[src/rtl/life_sequencer_pkg.sv]
// Shared types and constants for the life_sequencer run/pause/step controller.
package life_pkg;

    localparam int GEN_W_DEF   = 32;
    localparam int SPEED_W_DEF = 8;
    localparam int ACK_TIMEOUT = 2;

    typedef enum logic [2:0] {
        ST_PAUSED,
        ST_WAIT_TICK,
        ST_LAUNCH,
        ST_WAIT_ACK,
        ST_WAIT_DONE
    } life_seq_state_t;

endpackage

[src/rtl/life_sequencer_frame_pacer.sv]
// Frame tick divider: counts frame ticks while enabled and pulses due every max(speed,1) ticks.
module frame_pacer
    import life_pkg::*;
#(
    parameter int SPEED_W = SPEED_W_DEF
) (
    input  logic               clk,
    input  logic               reset_n,
    input  logic               enable,
    input  logic               tick,
    input  logic               clear,
    input  logic               restart,
    input  logic [SPEED_W-1:0] speed,
    output logic               due
);

    localparam logic [SPEED_W:0] ONE = {{SPEED_W{1'b0}}, 1'b1};

    logic [SPEED_W-1:0] cnt_q, cnt_d;
    logic [SPEED_W:0]   cnt_inc;
    logic [SPEED_W:0]   target;

    always_comb begin
        target  = (speed == '0) ? ONE : {1'b0, speed};
        cnt_inc = {1'b0, cnt_q} + ONE;
        due     = 1'b0;
        cnt_d   = cnt_q;
        if (clear || restart) begin
            cnt_d = '0;
        end else if (enable && tick) begin
            // >= so that lowering speed mid-count still fires on the next tick
            if (cnt_inc >= target) begin
                due   = 1'b1;
                cnt_d = '0;
            end else begin
                cnt_d = cnt_inc[SPEED_W-1:0];
            end
        end
    end

    always_ff @(posedge clk or negedge reset_n) begin
        if (!reset_n) begin
            cnt_q <= '0;
        end else begin
            cnt_q <= cnt_d;
        end
    end

endmodule

[src/rtl/life_sequencer.sv]
// Run/pause/step sequencer launching solver batches on frame ticks and tracking total generations.
// Optional build macro LIFE_SEQUENCER_AUTOSTOP_EN adds stop_at/autostopped for bounded runs.
module life_sequencer
    import life_pkg::*;
#(
    parameter int GEN_W   = GEN_W_DEF,
    parameter int SPEED_W = SPEED_W_DEF
) (
    input  logic               clk,
    input  logic               reset_n,
    input  logic               cmd_run,
    input  logic               cmd_pause,
    input  logic               cmd_step,
    input  logic               cmd_clear,
    input  logic               frame_tick,
    input  logic [SPEED_W-1:0] speed,
    input  logic [GEN_W-1:0]   gens_per_batch,
    output logic               solver_start,
    input  logic               solver_ready,
    output logic [GEN_W-1:0]   solver_generations_count,
    output logic               running,
    output logic               busy,
    output logic [GEN_W-1:0]   generation,
`ifdef LIFE_SEQUENCER_AUTOSTOP_EN
    input  logic [GEN_W-1:0]   stop_at,
    output logic               autostopped,
`endif
    output logic               overrun
);

    localparam logic [GEN_W-1:0] GEN_ONE  = {{(GEN_W-1){1'b0}}, 1'b1};
    localparam logic [1:0]       ACK_LAST = 2'(ACK_TIMEOUT - 1);

    life_seq_state_t  state_q, state_d;
    logic             running_q, running_d;
    logic             busy_q, busy_d;
    logic             start_q, start_d;
    logic             overrun_q, overrun_d;
    logic [1:0]       ack_cnt_q, ack_cnt_d;
    logic [GEN_W-1:0] count_q, count_d;
    logic [GEN_W-1:0] gen_q, gen_d;
    logic [GEN_W-1:0] gen_sum;
    logic             pacer_clear, pacer_restart, pacer_due;
`ifdef LIFE_SEQUENCER_AUTOSTOP_EN
    logic             autostop_q, autostop_d;
`endif

    frame_pacer #(.SPEED_W(SPEED_W)) u_pacer (
        .clk     (clk),
        .reset_n (reset_n),
        .enable  (state_q == ST_WAIT_TICK),
        .tick    (frame_tick),
        .clear   (pacer_clear),
        .restart (pacer_restart),
        .speed   (speed),
        .due     (pacer_due)
    );

    always_comb begin
        state_d       = state_q;
        running_d     = running_q;
        busy_d        = busy_q;
        start_d       = 1'b0;
        overrun_d     = overrun_q;
        ack_cnt_d     = ack_cnt_q;
        count_d       = count_q;
        gen_d         = gen_q;
        gen_sum       = gen_q + count_q;
        pacer_clear   = 1'b0;
        pacer_restart = 1'b0;
`ifdef LIFE_SEQUENCER_AUTOSTOP_EN
        autostop_d    = autostop_q;
`endif

        if (start_q) busy_d = 1'b1;
        if (cmd_pause) running_d = 1'b0;
        if (frame_tick && running_q &&
            (state_q inside {ST_LAUNCH, ST_WAIT_ACK, ST_WAIT_DONE})) begin
            overrun_d = 1'b1;
        end

        case (state_q)
            ST_PAUSED: begin
                if (!cmd_pause && cmd_step) begin
                    state_d = ST_LAUNCH;
                end else if (!cmd_pause && cmd_run) begin
                    running_d     = 1'b1;
                    overrun_d     = 1'b0;
                    pacer_restart = 1'b1;
                    state_d       = ST_WAIT_TICK;
                end
                if (cmd_clear) gen_d = '0;
`ifdef LIFE_SEQUENCER_AUTOSTOP_EN
                if (cmd_clear || (!cmd_pause && (cmd_step || cmd_run))) autostop_d = 1'b0;
`endif
            end
            ST_WAIT_TICK: begin
                if (cmd_pause) begin
                    pacer_clear = 1'b1;
                    state_d     = ST_PAUSED;
                end else if (pacer_due) begin
                    state_d = ST_LAUNCH;
                end
            end
            ST_LAUNCH: begin
                if (solver_ready) begin
                    start_d   = 1'b1;
                    count_d   = (gens_per_batch == '0) ? GEN_ONE : gens_per_batch;
                    ack_cnt_d = '0;
                    state_d   = ST_WAIT_ACK;
                end
            end
            ST_WAIT_ACK: begin
                // A solver that finishes too fast to ever drop ready is treated as having accepted.
                if (!solver_ready || ack_cnt_q == ACK_LAST) begin
                    state_d = ST_WAIT_DONE;
                end else begin
                    ack_cnt_d = ack_cnt_q + 2'd1;
                end
            end
            ST_WAIT_DONE: begin
                if (solver_ready) begin
                    gen_d   = gen_sum;
                    busy_d  = 1'b0;
                    state_d = running_d ? ST_WAIT_TICK : ST_PAUSED;
`ifdef LIFE_SEQUENCER_AUTOSTOP_EN
                    if (stop_at != '0 && gen_sum >= stop_at) begin
                        running_d  = 1'b0;
                        autostop_d = 1'b1;
                        state_d    = ST_PAUSED;
                    end
`endif
                end
            end
            default: state_d = ST_PAUSED;
        endcase
    end

    always_ff @(posedge clk or negedge reset_n) begin
        if (!reset_n) begin
            state_q    <= ST_PAUSED;
            running_q  <= 1'b0;
            busy_q     <= 1'b0;
            start_q    <= 1'b0;
            overrun_q  <= 1'b0;
            ack_cnt_q  <= '0;
            count_q    <= '0;
            gen_q      <= '0;
`ifdef LIFE_SEQUENCER_AUTOSTOP_EN
            autostop_q <= 1'b0;
`endif
        end else begin
            state_q    <= state_d;
            running_q  <= running_d;
            busy_q     <= busy_d;
            start_q    <= start_d;
            overrun_q  <= overrun_d;
            ack_cnt_q  <= ack_cnt_d;
            count_q    <= count_d;
            gen_q      <= gen_d;
`ifdef LIFE_SEQUENCER_AUTOSTOP_EN
            autostop_q <= autostop_d;
`endif
        end
    end

    assign solver_start             = start_q;
    assign solver_generations_count = count_q;
    assign running                  = running_q;
    assign busy                     = busy_q;
    assign generation               = gen_q;
    assign overrun                  = overrun_q;
`ifdef LIFE_SEQUENCER_AUTOSTOP_EN
    assign autostopped              = autostop_q;
`endif

endmodule
[config.mk]
export PLATFORM = sky130hd
export DESIGN_NAME = life_sequencer
export DESIGN_NICKNAME = d
export VERILOG_FILES = /design/src/rtl/life_sequencer_pkg.sv /design/src/rtl/life_sequencer_frame_pacer.sv /design/src/rtl/life_sequencer.sv
export SDC_FILE = /design/constraint.sdc
export NUM_CORES = 1
export LEC_CHECK = 0
export CAP_MARGIN = 20
export CORE_MARGIN = 10
export CORE_UTILIZATION = 45
export CTS_BUF_LIST = sky130_fd_sc_hd__clkbuf_2
export DETAILED_ROUTE_END_ITERATION = 12
export HOLD_SLACK_MARGIN = 0.12
export PLACE_DENSITY_LB_ADDON = 0.3
export SYNTH_ARGS = -nofsm -noshare
export SYNTH_HDL_FRONTEND = slang
export SYNTH_HIERARCHICAL = 1
export SYNTH_SLANG_ARGS = --single-unit
[constraint.sdc]
create_clock -name clk -period 8.9 [get_ports clk]
set_clock_uncertainty 0.2 [all_clocks]
set_input_delay 1.78 -clock clk [delete_from_list [all_inputs] [get_ports clk]]
set_output_delay 1.78 -clock clk [all_outputs]
set_load 0.02 [all_outputs]
==> results.toml <==
[setup_path]
rr_worst_depth = 17
arrival_ns = 5.10
path_buf_inv = 1
slowest_delay_ns = 0.49
end_kind = "flip-flop"
required_ns = 9.13
path_common_cell = "o21ai_0"
cp_cell_sequence = "clkdlybuf4s50_1, nor4_1, a41o_1, ha_1, nand2b_1, a2111oi_0, nor3_2, nor4_1, nor2_1, nor3_1, a21oi_1, o21ai_0, o31a_1, nor2_1, o21ai_0, o21ai_0"
rrSetupSlack_ns = 5.27
cp_top_family = "compound AO/OA/AOI/OAI gates"
cp.depth = 16
r2r_end = "state_q[1]"
startpoint_type = "primary input"
cp_slowest_cell = "a2111oi_0"
critPathKind = "primary input to flip-flop"
r2r_start = "u_pacer/cnt_q[2]"
crit_fanout = 7

[synth]
synth_cell_types = 63
ys.flop_type = "dfrtp_1"
synthTopCellsByCount = "81 x dfrtp_1, 61 x nand2_1, 42 x o21ai_0, 41 x ha_1"
yosysWarnings = 6
ys_seq_area_frac = 0.3842
synth.ff_latch_count = 81
ys_async_sr_fraction = 1.000
synth-edff-count = 0
synth_nets = 646
yosys.area.top_type = "dfrtp_1"
synth_area_leaders = "dfrtp_1 38%, ha_1 9.7%, mux2_2 6.6%, nand2_1 4.3%, o21ai_0 4.0%"
syn_area_per_cell_um2 = 9.490
syn-instance-count = 556
syn_area_um2 = 5276
synth_most_common_cell = "dfrtp_1"
synth_top_area_share = 0.3842

[power_and_ir_drop]
p_comb_frac = 0.649
power_density_nw_per_um2 = 358.3
swShare = 0.4718
p_clk_frac = 0.067
switchingPower_mw = 1.121
seq_power_share = 0.284
ir_drop_mv = 0.2253
p_total_mw = 2.376
leakage_nw = 2.920
internal-power_mw = 1.255

[layout]
nets = 756
area.growth.synth_to_final_pct = 25.68
ff_latch_area_um2 = 2027
n_fill_cell = 1017
fin_cells = 813
multi_input_area_um2 = 3070
drive_above_1_share = 0.1016

[clock_tree]
cts.clk_slew.worst_paths_ns = 0.22
clk_latency_ns = 0.55
cts.htree.levels = 3
clock_sinks = 81
postCtsSetupRepairBufs = 0
cts_tree = "built"
root_buffer = "clkbuf_2"
clockBufferDepth = 2
numCtsBuffers = 9
cts_resized = 0
ctsHoldBuffers = 0

[routing]
wirelength_um = 14040
drc = 0
first_pass_iters = 5
vias = 4633
ant_nets = 0
routed_via_density = 5.699
drt-initial-drc-count = 267
wl_per_cell_um = 17.27

[grt]
grt_max_degree = 82
grt_pass1_vias = 4652
grtUsageTotal = 0.1699
grt_first_pass_wirelength_um = 23280
grt_antenna_before_repair = 1
grt_overflow_total = 0

[run]
cap_violations = 0

[hold_path]
timing.hold.worst_endpoint = "generation[31]"
hp-class = "flip-flop to flip-flop"
hold-path-cell-count = 1
min_from = "generation[31]"

[sta]
setup_slack_ns = 4.020
hold_viol_final = 0
holdWs_ns = 0.3127
layout_min_cycle_time_ns = 4.880
relSlewSlack = 0.3371
drv_slew = 0
fmax_ghz = 0.2049
rsz0062_at_grt = "no"
setup_viol = 0
tns_ns = 0
finalCritPeriodShare = 0.5483
worstMarginPinSlew_ns = 0.9919

[place]
routabilityCongestion = 0.8297
port_buffers = 115
hpwl_um = 10710
dp_slack_ns = 3.403
place_inst = 796

[floorplanning]
start_util = 0.4601
die_y_um = 128.3
core_um2 = 11470
num_rows = 39
fp.dieW_um = 128.3
die-area_um2 = 16460
num_io_pins = 116

[status]
status = "finished clean"
-- cells in the final DEF, fill, tap and decap left out, types with 3 or more instances in the layout --
cell type / netlist / routed
clkdlybuf4s50_1: 0 / 114
dfrtp_1: 81 / 81
nand2_1: 61 / 61
o21ai_0: 42 / 42
ha_1: 41 / 41
mux2_2: 31 / 31
a21oi_1: 31 / 31
nor2_1: 27 / 26
inv_1: 23 / 23
xor2_1: 18 / 18
nand3_1: 16 / 16
a21o_1: 15 / 15
xnor2_1: 14 / 14
o21ai_1: 12 / 12
nor4_1: 11 / 11
nor3_1: 10 / 10
clkbuf_2: 0 / 9
a211oi_1: 8 / 8
o21a_1: 7 / 7
nand4_1: 7 / 7
a31oi_1: 6 / 6
nand2b_1: 5 / 5
a22o_1: 5 / 5
clkinv_2: 0 / 5
nor2b_1: 4 / 4
o31ai_1: 4 / 4
o211ai_1: 4 / 4
o22ai_1: 3 / 3
or3_1: 3 / 3
a211oi_2: 3 / 3
o21bai_1: 3 / 3
-- metal layers --
metal,routed length (um),GRT usage
met1,6391,0.2169
met2,6500,0.2731
met3,989,0.04797
met4,163,0.04901
met5,0,0
-- logic make-up after synthesis --
| group | share of synthesized area |
|---|---|
| xor+xnor | 0.05312 |
| simple gates | 0.1461 |
| buf+inv | 0.03533 |
| compound gates | 0.2122 |
| flops | 0.3842 |
| mux | 0.06806 |
| fa+ha+maj | 0.1010 |
-- cell type report --
type	instances	share of cell area
diodes	1	0.0003774
clock buffers	9	0.006792
clock inverters	5	0.003774
inverters	23	0.01302
multi-input cells	432	0.4630
flip-flops and latches	81	0.3057
well taps	143	0.02698
repair buffers	119	0.1804
-- through the flow --
step	utilization	instance area [um2]
3_3_place_gp	0.5685	6519
2_1_floorplan	-	5276
4_1_cts	0.5759	6604
6_report	0.5783	6631
5_1_grt	0.5783	6631
3_5_place_dp	0.5698	6534
-- flip-flops by register name, summed over array words and instances (netlist names) --
name,count
generation,32
solver_generations_count,32
u_pacer/cnt_q,8
state_q,3
ack_cnt_q,2
busy,1
overrun,1
running,1
solver_start,1
-- power by group through the flow --
stage | sequential [mW] | combinational [mW] | clock [mW]
global placement | 0.676 | 1.50 | 0
floorplan | 0.802 | 0.896 | 0
global route | 0.700 | 1.70 | 0.181
CTS | 0.677 | 1.55 | 0.165
finish | 0.675 | 1.54 | 0.158
detailed placement | 0.685 | 1.54 | 0
-- worst max path at each step --
stage	from	end	slack, ns
global route	speed[5]	state_q[1]	3.61
CTS	speed[4]	state_q[1]	4.00
finish	speed[5]	state_q[1]	4.02
detailed placement	speed[4]	state_q[1]	3.40
floorplan	speed[5]	state_q[1]	4.29
global placement	speed[5]	state_q[1]	3.62
Note: power is estimated with default switching activity, not from simulation.
